[src/rtl/vend_ctrl.sv]
// Vending machine controller: coin credit accumulation, vend handshake and nickel change payout.
// Optional coin-return support is compiled in when the REFUND_EN macro is defined.
module vend_ctrl #(
  parameter int PRICE      = 35,
  parameter int MAX_CREDIT = 100
) (
  input  logic       clk,
  input  logic       rstn,
  input  logic       q_in,
  input  logic       d_in,
  input  logic       n_in,
  input  logic       sel,
  input  logic       vend_done,
  input  logic       coin_ack,
`ifdef REFUND_EN
  input  logic       refund,
`endif
  output logic       vend_req,
  output logic       coin_req,
  output logic [7:0] credit,
  output logic       busy,
  output logic       coin_reject,
  output logic       deny
);

  typedef enum logic [1:0] {
    S_IDLE   = 2'd0,
    S_CREDIT = 2'd1,
    S_VEND   = 2'd2,
    S_CHANGE = 2'd3
  } state_t;

  localparam logic [7:0] PRICE_C  = 8'(PRICE);
  localparam logic [8:0] MAX_C    = 9'(MAX_CREDIT);
  localparam logic [7:0] NICKEL_C = 8'd5;

  state_t     state_q, state_d;
  logic [7:0] credit_q, credit_d;
  logic       vend_req_q, coin_req_q, busy_q, coin_reject_q, deny_q;
  logic       reject_d, deny_d;
  logic       refund_s, coin_any_s;
  logic [7:0] coin_val_s;
  logic [8:0] sum_s;

  // Next-state and credit arithmetic; coin priority is quarter > dime > nickel.
  always_comb begin
`ifdef REFUND_EN
    refund_s = refund;
`else
    refund_s = 1'b0;
`endif
    coin_any_s = q_in | d_in | n_in;
    if (q_in) begin
      coin_val_s = 8'd25;
    end else if (d_in) begin
      coin_val_s = 8'd10;
    end else if (n_in) begin
      coin_val_s = 8'd5;
    end else begin
      coin_val_s = 8'd0;
    end
    sum_s    = {1'b0, credit_q} + {1'b0, coin_val_s};
    state_d  = state_q;
    credit_d = credit_q;
    reject_d = 1'b0;
    deny_d   = 1'b0;

    case (state_q)
      S_IDLE, S_CREDIT: begin
        if (coin_any_s) begin
          if (sum_s > MAX_C) begin
            reject_d = 1'b1;
          end else begin
            credit_d = sum_s[7:0];
          end
        end else begin
          credit_d = credit_q;
        end
        // sel is judged on the registered credit, never on a same-cycle coin
        if (refund_s && (state_q == S_CREDIT)) begin
          state_d = S_CHANGE;
        end else if (sel && (credit_q >= PRICE_C)) begin
          state_d = S_VEND;
        end else begin
          deny_d  = sel;
          state_d = (credit_d == 8'd0) ? S_IDLE : S_CREDIT;
        end
      end
      S_VEND: begin
        reject_d = coin_any_s;
        if (vend_done) begin
          credit_d = credit_q - PRICE_C;
          state_d  = (credit_d == 8'd0) ? S_IDLE : S_CHANGE;
        end else begin
          state_d = S_VEND;
        end
      end
      S_CHANGE: begin
        reject_d = coin_any_s;
        if (coin_ack) begin
          credit_d = credit_q - NICKEL_C;
          state_d  = (credit_d == 8'd0) ? S_IDLE : S_CHANGE;
        end else begin
          state_d = S_CHANGE;
        end
      end
      default: begin
        state_d  = S_IDLE;
        credit_d = 8'd0;
      end
    endcase
  end

  // State, credit and registered outputs; outputs are decoded from the next state.
  always_ff @(posedge clk) begin
    if (!rstn) begin
      state_q       <= S_IDLE;
      credit_q      <= 8'd0;
      vend_req_q    <= 1'b0;
      coin_req_q    <= 1'b0;
      busy_q        <= 1'b0;
      coin_reject_q <= 1'b0;
      deny_q        <= 1'b0;
    end else begin
      state_q       <= state_d;
      credit_q      <= credit_d;
      vend_req_q    <= (state_d == S_VEND);
      coin_req_q    <= (state_d == S_CHANGE);
      busy_q        <= (state_d == S_VEND) || (state_d == S_CHANGE);
      coin_reject_q <= reject_d;
      deny_q        <= deny_d;
    end
  end

  assign vend_req    = vend_req_q;
  assign coin_req    = coin_req_q;
  assign credit      = credit_q;
  assign busy        = busy_q;
  assign coin_reject = coin_reject_q;
  assign deny        = deny_q;

endmodule

[config.mk]
export PLATFORM = sky130hd
export DESIGN_NAME = vend_ctrl
export DESIGN_NICKNAME = d
export VERILOG_FILES = /design/src/rtl/vend_ctrl.sv
export SDC_FILE = /design/constraint.sdc
export NUM_CORES = 1
export LEC_CHECK = 0
export ABC_AREA = 1
export CAP_MARGIN = 20
export CORE_ASPECT_RATIO = 1.2
export CORE_UTILIZATION = 55
export CTS_CLUSTER_SIZE = 8
export DETAILED_ROUTE_END_ITERATION = 10
export GPL_ROUTABILITY_DRIVEN = 0
export PLACE_DENSITY = 0.79
export SKIP_LAST_GASP = 1
export SYNTH_ARGS = -nofsm -noshare
export SYNTH_HDL_FRONTEND = slang
export SYNTH_SLANG_ARGS = --single-unit
export TNS_END_PERCENT = 5
[constraint.sdc]
create_clock -name clk -period 5.3 [get_ports clk]
set_input_delay 0.53 -clock clk [delete_from_list [all_inputs] [get_ports clk]]
set_output_delay 0.53 -clock clk [all_outputs]
set_load 0.02 [all_outputs]
Word level (Yosys, flattened, before mapping) --
Index checks and enable logic that the tools add are counted.
Storage, ports and cells: register bits after elaboration 15, input port bits 8, output and inout port bits 13, word-level logic and storage cells 52
Cells by class: $add $sub $neg 3, order comparisons 2, eq/ne operators 7, multiplexer cells 19, bitwise logic cells 4, reduce and logical (&&, ||, !) cells 10
Operator list (number):
- 8-bit two-way mux | 5
- 8-bit zero test | 3
- 8-bit one-hot mux with 3 select lines | 1
- 2-bit two-way mux | 5
- 8-bit by 8-bit adder with 9-bit output | 1
- 9-bit by 7-bit > comparator with 1-bit output, second input constant | 1
- 2-bit == test, second input constant | 4
- 8-bit by 6-bit >= comparator with 1-bit output, second input constant | 1
- 8-bit by 3-bit subtractor with 8-bit output, second input constant | 1
- 8-bit by 6-bit subtractor with 8-bit output, second input constant | 1
- 2-bit one-hot mux with 3 select lines | 1
- 5-bit two-way mux | 1
- 4-bit two-way mux | 1
- 2-bit inequality test, second input constant | 2
- 2-bit OR reduction | 2
- 1-bit two-way mux | 3
- 3-bit two-way mux | 1
- 3-bit OR reduction | 1
- 2-bit by 1-bit == test with 1-bit output, second input constant | 1
- 2-bit zero test | 1
- 1-bit NOT | 2
- 1-bit OR | 2
- 1-bit one-hot mux with 2 select lines | 1
- 2-bit AND reduction | 1
- other kinds (2) | 2

Longest topological paths before layout --
Gate-level depths: netlist of run 1.
word-level depth 14, mapped depth 22

Least setup slack after synthesis of run 1 --
OpenSTA, ideal clock, no wires.
path kind in2reg, start point input n_in, end point register state_q[0], arrival 2.374 ns, path slack 2.803 ns, stages on the path 21, path buffers 0, path through inv_1 -> o21ai_0 -> ha_1 -> inv_1 -> fa_1 -> inv_1 -> nand2_1 -> nand2_1 -> nand2_1 -> nand2_1 -> nand2_1 -> nand3_1 -> nand3_4 -> nand3_4 -> nand2_1 -> nand2_1 -> nand2_1 -> nor2_1 -> nand2_1 -> nand2_1 -> a21oi_1
Between the ends: word-level cells in the longest chain between the ends 12
RTL lines:
- from (decl) | line 11 | input logic n_in,
- 3-bit two-way mux | line 57 | end else if (n_in) begin
- 4-bit two-way mux | line 55 | end else if (d_in) begin
- 5-bit two-way mux | line 53 | if (q_in) begin
- 8-bit by 8-bit adder with 9-bit output | line 62 | sum_s = {1'b0, credit_q} + {1'b0, coin_val_s};
- 9-bit by 7-bit > comparator with 1-bit output | line 71 | if (sum_s > MAX_C) begin
- 8-bit two-way mux | line 71
- 8-bit two-way mux * | line 70 | if (coin_any_s) begin
- 8-bit two-way mux * | line 68 | case (state_q)
- 8-bit zero test * | line 86 | state_d = (credit_d == 8'd0) ? S_IDLE : S_CREDIT;
- 1-bit two-way mux * | line 86
- 2-bit two-way mux * | line 82 | end else if (sel && (credit_q >= PRICE_C)) begin
- 2-bit one-hot mux with 3 select lines * | line 68
- to (signal assigned) | line 125 | state_q <= state_d;
- to (decl) | line 37 | state_t state_q, state_d;
Mark *: on every way between the ends. The rest lies on a longest branch, timed or not. The select of a mux whose other input is x is not followed. A chain may end at the register's enable or synchronous reset.

Worst setup path in the final report of run 1 --
start point input n_in, end point register vend_req_q, in the netlist vend_req
Between the ends: word-level cells in the longest chain between the ends 13
RTL lines:
- 3-bit two-way mux | line 57
- 4-bit two-way mux | line 55
- 5-bit two-way mux | line 53
- 8-bit by 8-bit adder with 9-bit output | line 62
- 9-bit by 7-bit > comparator with 1-bit output | line 71
- 8-bit two-way mux | line 71
- 8-bit two-way mux * | line 70
- 8-bit two-way mux * | line 68
- 8-bit zero test * | line 86
- 1-bit two-way mux * | line 86
- 2-bit two-way mux * | line 82
- 2-bit one-hot mux with 3 select lines * | line 68
- 2-bit == test * | line 127 | vend_req_q <= (state_d == S_VEND);
- to (signal assigned) | line 127
- to (decl) | line 39 | logic vend_req_q, coin_req_q, busy_q, coin_reject_q, deny_q;
Marked as above.

==> results of run 1 <==
## registers in the layout, indices dropped and copies added, names as in the netlist
register	cells
vend_req	1
credit	8
coin_req	1
deny	1
coin_reject	1
state_q	2
busy	1
## per-stage QoR
step / util / power (uW) / std cells / worst slack [ns]
global route: 0.7168 / 1129 / 291 / 2.062
detailed placement: 0.7058 / 950.4 / 287 / 2.104
CTS: 0.7168 / 1022 / 291 / 2.400
floorplan: - / 753.4 / 237 / 2.803
global placement: 0.7058 / 950.2 / 287 / 2.156
finish: 0.7168 / 1032 / 291 / 2.410
## layout by cell type (no fill, tap or decap), types with 2 or more instances in the layout
master and count:
clkdlybuf4s50_1 20, nand4_1 11, a21oi_1 7, nand3_1 22, dfxtp_1 15, nor2_1 17, a221oi_1 5, ha_1 8
clkbuf_4 3, nor3_1 2, inv_1 36, a31oi_1 2, o21ai_0 11, or2_2 2, nand2_1 74, nand3_4 2
xor2_1 9, inv_2 2
## power groups by stage
stage | registers, uW | clock network (uW) | logic [uW]
5_1_grt | 226 | 75.2 | 828
2_1_floorplan | 243 | 0 | 510
3_3_place_gp | 220 | 0 | 730
3_5_place_dp | 220 | 0 | 730
4_1_cts | 217 | 68.3 | 736
6_report | 219 | 68.8 | 744
## Yosys cell counts (all sizes together) (2+ instances only)
master	number
a21oi	7
a221oi	5
a31oi	2
dfxtp	15
ha	8
inv	38
nand2	75
nand3	24
nand4	11
nor2	18
nor3	2
o21ai	13
or2	2
xor2	9
## critical path, stage by stage
cell	delay, ns
clkdlybuf4s50_1	0.47
inv_1	0.05
o21ai_0	0.15
ha_1	0.19
inv_1	0.05
fa_1	0.37
inv_1	0.08
nand2_1	0.06
nand2_1	0.07
nand2_1	0.05
nand2_1	0.05
nand2_1	0.06
nand3_1	0.11
nand3_4	0.14
nand3_4	0.13
nand2_1	0.09
nand2_1	0.06
nand2_1	0.05
nor2_1	0.10
nand2_1	0.07
nand2_1	0.07
nand2_1	0.05
nor2_1	0.07
## routing by layer
metal | global-route usage | wire, microns | share of wire | vias to the layer above
met2 | 0.5496 | 1918 | 0.50 | 61
met1 | 0.3243 | 1654 | 0.43 | 719
met4 | 0.1050 | 110 | 0.028 | 0
met5 | 0 | 0 | 0 | -
met3 | 0.02625 | 188 | 0.049 | 10
li1 | - | - | - | 825
## cells by family after synthesis
| kind of cell | count (synthesis) |
|---|---|
| AND/OR/NAND/NOR | 134 |
| buffers and inverters | 40 |
| AO/OA/AOI/OAI | 30 |
| flip-flops | 15 |
| XOR/XNOR | 9 |
| adder cells (fa/ha/maj) | 9 |
## worst paths after layout
check	startpoint	endpoint	slack, ns
hold / removal	credit[6]	credit[6]	0.55
hold reg to reg	credit[6]	credit[6]	0.55
setup / recovery	n_in	vend_req	2.41
setup reg to reg	credit[1]	vend_req	2.78
## layout make-up
class	instances	area, sq um	area share
inverters	39	146.4	0.08590
clock buffers	4	26.28	0.01542
flip-flops and latches	15	300.3	0.1762
well taps	31	38.79	0.02276
repair buffers	20	200.2	0.1175
multi-input cells	182	992.2	0.5822
==> impl_metrics.csv, run 1 <==
group,metric,value,unit
drt,viasPerCell,5.550,
synth,ys.flop_type,"dfxtp_1",
power_and_ir_drop,switching_share,0.5435,
synth,synth-compound-area-share,0.1275,
floorplan,fp-row-count,19,
timing,min_period,2.890,ns
timing,rsz0062_at_grt,"false",
synth,ys_seq_area_frac,0.2082,
global_route,antenna_found_initial,0,
power_and_ir_drop,ir_drop,391.1,uV
final_layout,syn2layout_area_growth,18.13,%
drt,ant_nets,0,
floorplan,core_area,0.002377,sq mm
drt,wire_per_inst,13.30,microns
final_layout,final_nets,278,
critical_path,rr_worst_depth,19,
synth,synth.area.mux_share,0,
timing,finalHoldViolations,0,
timing,tightestPinTransition,0.5295,ns
power_and_ir_drop,p_int,471.0,uW
synth,synth_top_family_by_area,"simple AND/OR/NAND/NOR gates",
clock_tree,cts_root_buf,"clkbuf_4",
timing,clock_skew,0.008540,ns
synth,yosys.area.top_type,"dfxtp_1",
timing,maxSlewViolCount,0,
floorplan,die_h,58.10,microns
drt,drcViolationCount,0,
hold_path,hold_class,"flop to flop",
global_route,grt_pass1_vias,1460,
drt,vias,1615,
floorplan,io_pins,21,
critical_path,end_kind,"flop",
clock_tree,cts_buffer_depth,2,
final_layout,fin_area,0.001704,sq mm
synth,synth.area.top_cells,"dfxtp_1, nand2_1, inv_1",
synth,syn_area,0.001443,sq mm
synth,async_flop_share,0,
synth,synth_edf_count,0,
run_status,outcome,"finished, final reports clean",
timing,fmax,346.0,MHz
power_and_ir_drop,power.switching,560.9,uW
timing,whs,0.5487,ns
floorplan,die_width,48.75,microns
drt,firstDrtPassIters,5,
floorplan,start_util,0.6068,
power_and_ir_drop,pwr-share-clk,0.067,
synth,syn_nets,254,
clock_tree,cts_buffers,3,
synth,synth_fa_ha_area_frac,0.08326,
synth,synthSimpleGateAreaFrac,0.4224,
final_layout,drive_gt1_frac,0.04615,
final_layout,diodes,0,
floorplan,design.die.area,0.002832,sq mm
drt,wl,3870,microns
synth,synth_xor_area_frac,0.05464,
critical_path,critPathKind,"input port to flop",
power_and_ir_drop,leakagePower,0.0008584,uW
power_and_ir_drop,seq_power_share,0.212,
timing,totalNegativeSetupSlack,0,ns
drt,drt_iter0_markers,64,
global_route,grtUsageTotal,0.2856,
synth,ys_ff_latch,15,
timing,max_slew_margin,0.6433,
placed_design,place_area,0.001678,sq mm
synth,synth_top_area_frac,0.2082,
clock_tree,cts_setup_buffers,0,
synth,yosysWarnings,0,
clock_tree,cts_sinks,15,
timing,finalCritPeriodShare,0.5453,
global_route,grt_pass1_wl,6230,microns
hold_path,min_path_cells,2,
flow_run,maxCapViolations,0,
clock_tree,cts_tree,"done",
global_route,grt_max_degree,11,
synth,synth.avg_cell_area,6.087,sq um
synth,ys_types,28,
synth,syn_inst,237,
clock_tree,clk_pin_slew_worst_paths,0.10,ns
placed_design,place_hpwl,2979,microns
critical_path,worstPathRequired,5.54,ns
placed_design,io_buffers,20,
clock_tree,insertion_delay,0.29,ns
clock_tree,ctsResizeCount,0,
critical_path,crit_path_start_kind,"input port",
critical_path,cp_max_fo,9,
final_layout,fillCellCount,223,
power_and_ir_drop,comb_power_share,0.721,
clock_tree,htreeDepth,1,
global_route,overflow,0,
timing,setup_viol,0,
power_and_ir_drop,power_density,605.5,mW/mm^2
clock_tree,holdBufCountCts,0,
critical_path,cp.arrival,3.13,ns
(Power assumes the default switching activity.)
==> run 2, diff against run 1 <==
- CORE_UTILIZATION: 55 -> 54
- PLACE_DENSITY: 0.79 -> 0.77
- clock period: 5.3 -> 2.9 ns (I/O delays scaled with it)
==> run 2 against run 1 <==
Effect of this change: final cell count is 2.1% higher; clock power is 80% higher; largest power group unchanged; non-clock buffer count is 2 higher; sequential share of layout area is 0.44 points lower; combinational power is 85% higher; wire length is 7.5% lower; worst setup slack worse by 2.1 ns; sequential power is 81% higher; first-iteration DRC count is 9.4% higher; critical path type unchanged.
==> impl_metrics.csv, run 2 (synthesis gave the netlist of run 1 again) <==
group,metric,value,unit
critical_path,critical_path.cell_chain,"clkdlybuf4s50_1, inv_1, o21ai_1, ha_1, inv_1, fa_1, inv_1, nand2_1, nand2_1, nand2_1, nand2_1, nand2_1, nand3_2, nand3_4, nand3_4, nand2_1, nand2_1, nand2_1, nor2_1, nand2_1, nand2_1, nand2_1, nor2_1",
critical_path,crit_top_cell,"nand2_1",
global_route,grtUsageTotal,0.2700,
timing,finalHoldViolations,0,
clock_tree,holdBufCountCts,0,
timing,fmax,381.8,MHz
clock_tree,cts_buffers,3,
global_route,grt_util_met3,0.04910,
final_layout,fin_area,0.001748,sq mm
critical_path,critPathTopFamily,"simple AND/OR/NAND/NOR gates",
placed_design,io_buffers,20,
timing,max_slew_margin,0.6967,
global_route,overflow,0,
power_and_ir_drop,leakagePower,0.0008842,uW
final_layout,fillCellCount,253,
power_and_ir_drop,pwr-share-clk,0.065,
global_route,busiest_layer,"met2",
final_layout,largest_reg_flops,8,
clock_tree,cts_setup_buffers,0,
clock_tree,cts_buffer_depth,2,
final_layout,syn2layout_area_growth,21.16,%
power_and_ir_drop,ir_drop,593.3,uV
floorplan,fp-row-count,20,
power_and_ir_drop,power.switching,1030,uW
global_route,grt_max_degree,11,
critical_path,end_kind,"flop",
floorplan,start_util,0.5708,
timing,totalNegativeSetupSlack,0,ns
drt,firstDrtPassIters,4,
final_layout,drive_gt1_frac,0.06818,
final_layout,final_cell_mix,"nand2_1, inv_1, nand3_1",
clock_tree,htreeDepth,1,
critical_path,crit_path_start_kind,"input port",
global_route,grt_use_met2,0.4618,
critical_path,cp_max_fo,5,
timing,min_period,2.619,ns
critical_path,worstPathRequired,3.13,ns
global_route,grt_pass1_vias,1391,
critical_path,max_stage_delay,0.47,ns
clock_tree,cts_sinks,15,
run_status,outcome,"finished, final reports clean",
timing,maxSlewViolCount,0,
clock_tree,cts_root_buf,"clkbuf_4",
clock_tree,clk_pin_slew_worst_paths,0.09,ns
power_and_ir_drop,seq_power_share,0.209,
drt,ant_nets,0,
power_and_ir_drop,switching_share,0.5427,
drt,vias,1606,
final_layout,register_area,300.3,sq um
final_layout,multi_input_area,0.001017,sq mm
timing,setup_viol,0,
power_and_ir_drop,comb_power_share,0.726,
floorplan,die_width,49.19,microns
floorplan,die_h,58.62,microns
flow_run,maxCapViolations,0,
power_and_ir_drop,p_int,868.1,uW
timing,rsz0062_at_grt,"false",
global_route,gr-usage-met1,0.3544,
critical_path,critPathKind,"input port to flop",
final_layout,final_common_cell,"nand2_1",
placed_design,place_area,0.001695,sq mm
power_and_ir_drop,power_density,1086,mW/mm^2
floorplan,io_pins,21,
hold_path,hold_class,"flop to flop",
drt,viasPerCell,5.407,
drt,wl,3581,microns
drt,drcViolationCount,0,
global_route,antenna_found_initial,0,
clock_tree,ctsResizeCount,0,
critical_path,cp.arrival,2.85,ns
final_layout,final_nets,282,
floorplan,design.die.area,0.002883,sq mm
timing,tightestPinTransition,0.4548,ns
critical_path,r2r_setup_slack,0.39,ns
critical_path,slowest_stage,"clkdlybuf4s50_1",
drt,wire_per_inst,12.06,microns
timing,clock_skew,0.008691,ns
critical_path,critical_path_buf_inv_count,4,
clock_tree,insertion_delay,0.30,ns
final_layout,diodes,0,
clock_tree,cts_tree,"done",
drt,drt_iter0_markers,70,
timing,finalCritPeriodShare,0.9032,
floorplan,core_area,0.002527,sq mm
placed_design,place_hpwl,2819,microns
global_route,grt_pass1_wl,6023,microns
run 2: final cells by class:
type                    count  share of cell area
repair buffers             22              0.1231
inverters                  39             0.08375
clock inverters             1            0.002863
multi-input cells         184              0.5820
well taps                  33             0.02362
flip-flops and latches     15              0.1718
clock buffers               3             0.01288
run 2: layer usage:
| metal | up-vias | part of all wire |
|---|---|---|
| li1 | 845 | - |
| met1 | 718 | 0.47 |
| met2 | 38 | 0.48 |
| met3 | 5 | 0.039 |
| met4 | 0 | 0.011 |
| met5 | - | 0 |
run 2: worst paths after layout:
kind / start / end / cells past startpoint
hold / removal: credit[6] / credit[6] / 2
setup / recovery: n_in / vend_req / 23
hold reg to reg: credit[6] / credit[6] / 2
setup reg to reg: credit[1] / vend_req / 19
run 2: power groups by stage:
stage,Clock [uW],Sequential [uW],Combinational [uW]
after floorplan,0,444,933
after global placement,0,404,1320
after detailed placement,0,401,1320
after CTS,129,397,1340
after global routing,132,409,1550
final,124,397,1380
run 2: worst min-delay path: cells and delay by family (launching register included):
| kind | cells | cell delay (ns) |
|---|---|---|
| AOI/OAI and AO/OA | 1 | 0.06 |
| DFF | 1 | 0.38 |
| and+or+nand+nor | 1 | 0.09 |
run 2: stage by stage:
step	hold slack, ns	instances	setup WS, ns	util	total power [uW]
after detailed placement	0.5469	291	-0.08596	0.6708	1724
after floorplan	0.4158	237	0.5460	-	1377
final	0.5657	297	0.2806	0.6916	1898
after global placement	0.5439	291	-0.02272	0.6708	1725
after global routing	0.5860	297	0.01328	0.6916	2087
after CTS	0.5603	295	0.2150	0.6817	1861
==> run 3, diff against run 2 <==
- CORE_UTILIZATION: 54 -> 45
- DONT_BUFFER_PORTS: not set -> 1
- PLACE_DENSITY: 0.77 -> 0.58
==> run 3 against run 2 <==
Effect of this change: sequential share of layout area increased by 2.3 points; largest power group unchanged; hold slack lost 0.44 ns; sequential power grew 8.1%; clock power is essentially flat; power shrank 4.6%; largest cell class unchanged; clock skew is 0.0067 ns higher; die area increased by 19%; worst setup slack better by 0.26 ns; highest routed layer unchanged; via count is 0.68% lower; first-iteration DRC count shrank 37%; wire length increased by 14%; non-clock buffer count shrank 18.
==> impl_metrics.csv, run 3 (synthesis gave the netlist of run 1 again) <==
group,metric,value,unit
run_status,outcome,"finished, final reports clean",
drt,wl,4077,microns
floorplan,start_util,0.4722,
clock_tree,holdBufCountCts,0,
final_layout,diodes,0,
timing,finalHoldViolations,0,
floorplan,design.die.area,0.003437,sq mm
floorplan,die_width,53.69,microns
timing,max_slew_margin,0.6699,
hold_path,hold_end,"credit[1]",
final_layout,register_area,300.3,sq um
drt,firstDrtPassIters,5,
drt,ant_nets,0,
clock_tree,clk_pin_slew_worst_paths,0.11,ns
floorplan,fp-row-count,22,
floorplan,io_pins,21,
clock_tree,cts_sinks,15,
critical_path,rr_worst_depth,20,
final_layout,syn2layout_area_growth,6.852,%
flow_run,maxCapViolations,0,
clock_tree,htreeDepth,1,
power_and_ir_drop,power.switching,1035,uW
critical_path,r2r_setup_slack,0.54,ns
timing,fmax,424.5,MHz
timing,min_period,2.356,ns
power_and_ir_drop,switching_share,0.5716,
clock_tree,cts_buffer_depth,2,
critical_path,crit_path_start_kind,"flop",
final_layout,final_common_cell,"nand2_1",
final_layout,final_cell_mix,"nand2_1, inv_1, nand3_1",
global_route,grtUsageTotal,0.2699,
drt,drcViolationCount,0,
power_and_ir_drop,ir_drop,408.0,uV
global_route,grt_pass1_wl,6975,microns
timing,rsz0062_at_grt,"false",
hold_path,hold_class,"input port to flop",
timing,finalCritPeriodShare,0.8124,
power_and_ir_drop,p_int,775.8,uW
clock_tree,ctsResizeCount,0,
final_layout,drive_gt1_frac,0.06967,
clock_tree,cts_setup_buffers,0,
timing,totalNegativeSetupSlack,0,ns
critical_path,critPathKind,"flop to flop",
critical_path,timing.rr.end,"vend_req",
drt,viasPerCell,5.696,
power_and_ir_drop,pwr-share-clk,0.070,
final_layout,multi_input_area,992.2,sq um
drt,wire_per_inst,14.56,microns
clock_tree,cts_buffers,3,
clock_tree,cts_tree,"done",
clock_tree,cts_root_buf,"clkbuf_4",
critical_path,cp.arrival,2.58,ns
final_layout,fillCellCount,322,
power_and_ir_drop,p_total,1811,uW
critical_path,worstPathRequired,3.13,ns
timing,setup_viol,0,
global_route,grt_max_degree,11,
timing,maxSlewViolCount,0,
placed_design,io_buffers,0,
clock_tree,insertion_delay,0.29,ns
power_and_ir_drop,leakagePower,0.0008082,uW
global_route,grt_pass1_vias,1595,
hold_path,min_path_cells,2,
floorplan,core_area,0.003055,sq mm
critical_path,startpoint,"credit[0]",
critical_path,cp_max_fo,9,
drt,drt_iter0_markers,44,
hold_path,min_from,"rstn",
final_layout,final_nets,262,
drt,vias,1595,
timing,clock_skew,0.01535,ns
critical_path,reg2reg_from,"credit[0]",
power_and_ir_drop,seq_power_share,0.237,
timing,tightestPinTransition,0.4945,ns
power_and_ir_drop,comb_power_share,0.693,
critical_path,end_kind,"flop",
placed_design,place_hpwl,3273,microns
floorplan,die_h,64.03,microns
power_and_ir_drop,power_density,1175,mW/mm^2
global_route,overflow,0,
final_layout,largest_reg_flops,8,
global_route,antenna_found_initial,0,
==> run 3: changes by cell type in the layout (fill, tap and decap cells not counted), sizes merged <==
cell / change
buf: +2
nand3: -2
clkdlybuf4s50: -20
==> run 3: final cells by class <==
class / count / share of cell area
clock buffers: 3 / 0.01461
clock inverters: 1 / 0.003247
multi-input cells: 182 / 0.6437
inverters: 39 / 0.09497
flip-flops and latches: 15 / 0.1948
well taps: 36 / 0.02922
repair buffers: 4 / 0.01948
==> run 3: worst max-delay path by stage <==
| stage | to | slack (ns) | cells after the start |
|---|---|---|---|
| floorplan | state_q[0] | 0.55 | 19 |
| global placement | state_q[0] | 0.49 | 21 |
| detailed placement | state_q[0] | 0.35 | 21 |
| CTS | vend_req | 0.53 | 20 |
| global route | vend_req | 0.32 | 20 |
| finish | vend_req | 0.54 | 20 |
==> run 3: per-stage QoR <==
step / utilization / cell area, sq um / cells / hold WS [ns] / setup WS (ns)
after global placement: 0.4955 / 1514 / 276 / 0.4229 / 0.4918
after floorplan: - / 1443 / 237 / 0.4158 / 0.5460
after CTS: 0.5045 / 1541 / 280 / 0.1243 / 0.5322
after global routing: 0.5045 / 1541 / 280 / 0.1503 / 0.3165
after detailed placement: 0.4955 / 1514 / 276 / 0.4287 / 0.3486
final: 0.5045 / 1541 / 280 / 0.1234 / 0.5441
==> run 3: power groups by stage <==
stage	logic [uW]	registers, uW	clock network (uW)
finish	1250	429	127
global placement	1230	433	0
floorplan	933	444	0
CTS	1250	428	130
detailed placement	1240	433	0
global route	1410	441	136
==> run 3: routing by layer <==
layer / GRT usage / part of all wire / vias to the layer above
met3: 0.03571 / 0.058 / 14
met4: 0.09868 / 0.033 / 0
met5: 0 / 0 / -
met2: 0.4676 / 0.49 / 61
met1: 0.3232 / 0.42 / 725
li1: - / - / 795
==> run 3: worst max-delay path, stage by stage (launching register included) <==
cell and delay (ns):
dfxtp_1 0.36, ha_1 0.18, inv_1 0.06, fa_1 0.37, inv_1 0.08, nand2_1 0.06
nand2_1 0.07, nand2_1 0.05, nand2_1 0.05, nand2_1 0.06, nand3_1 0.11, nand3_4 0.14
nand3_4 0.13, nand2_1 0.08, nand2_1 0.07, nand2_1 0.05, nor2_1 0.09, nand2_1 0.06
nand2_1 0.07, nand2_1 0.05, nor2_1 0.07
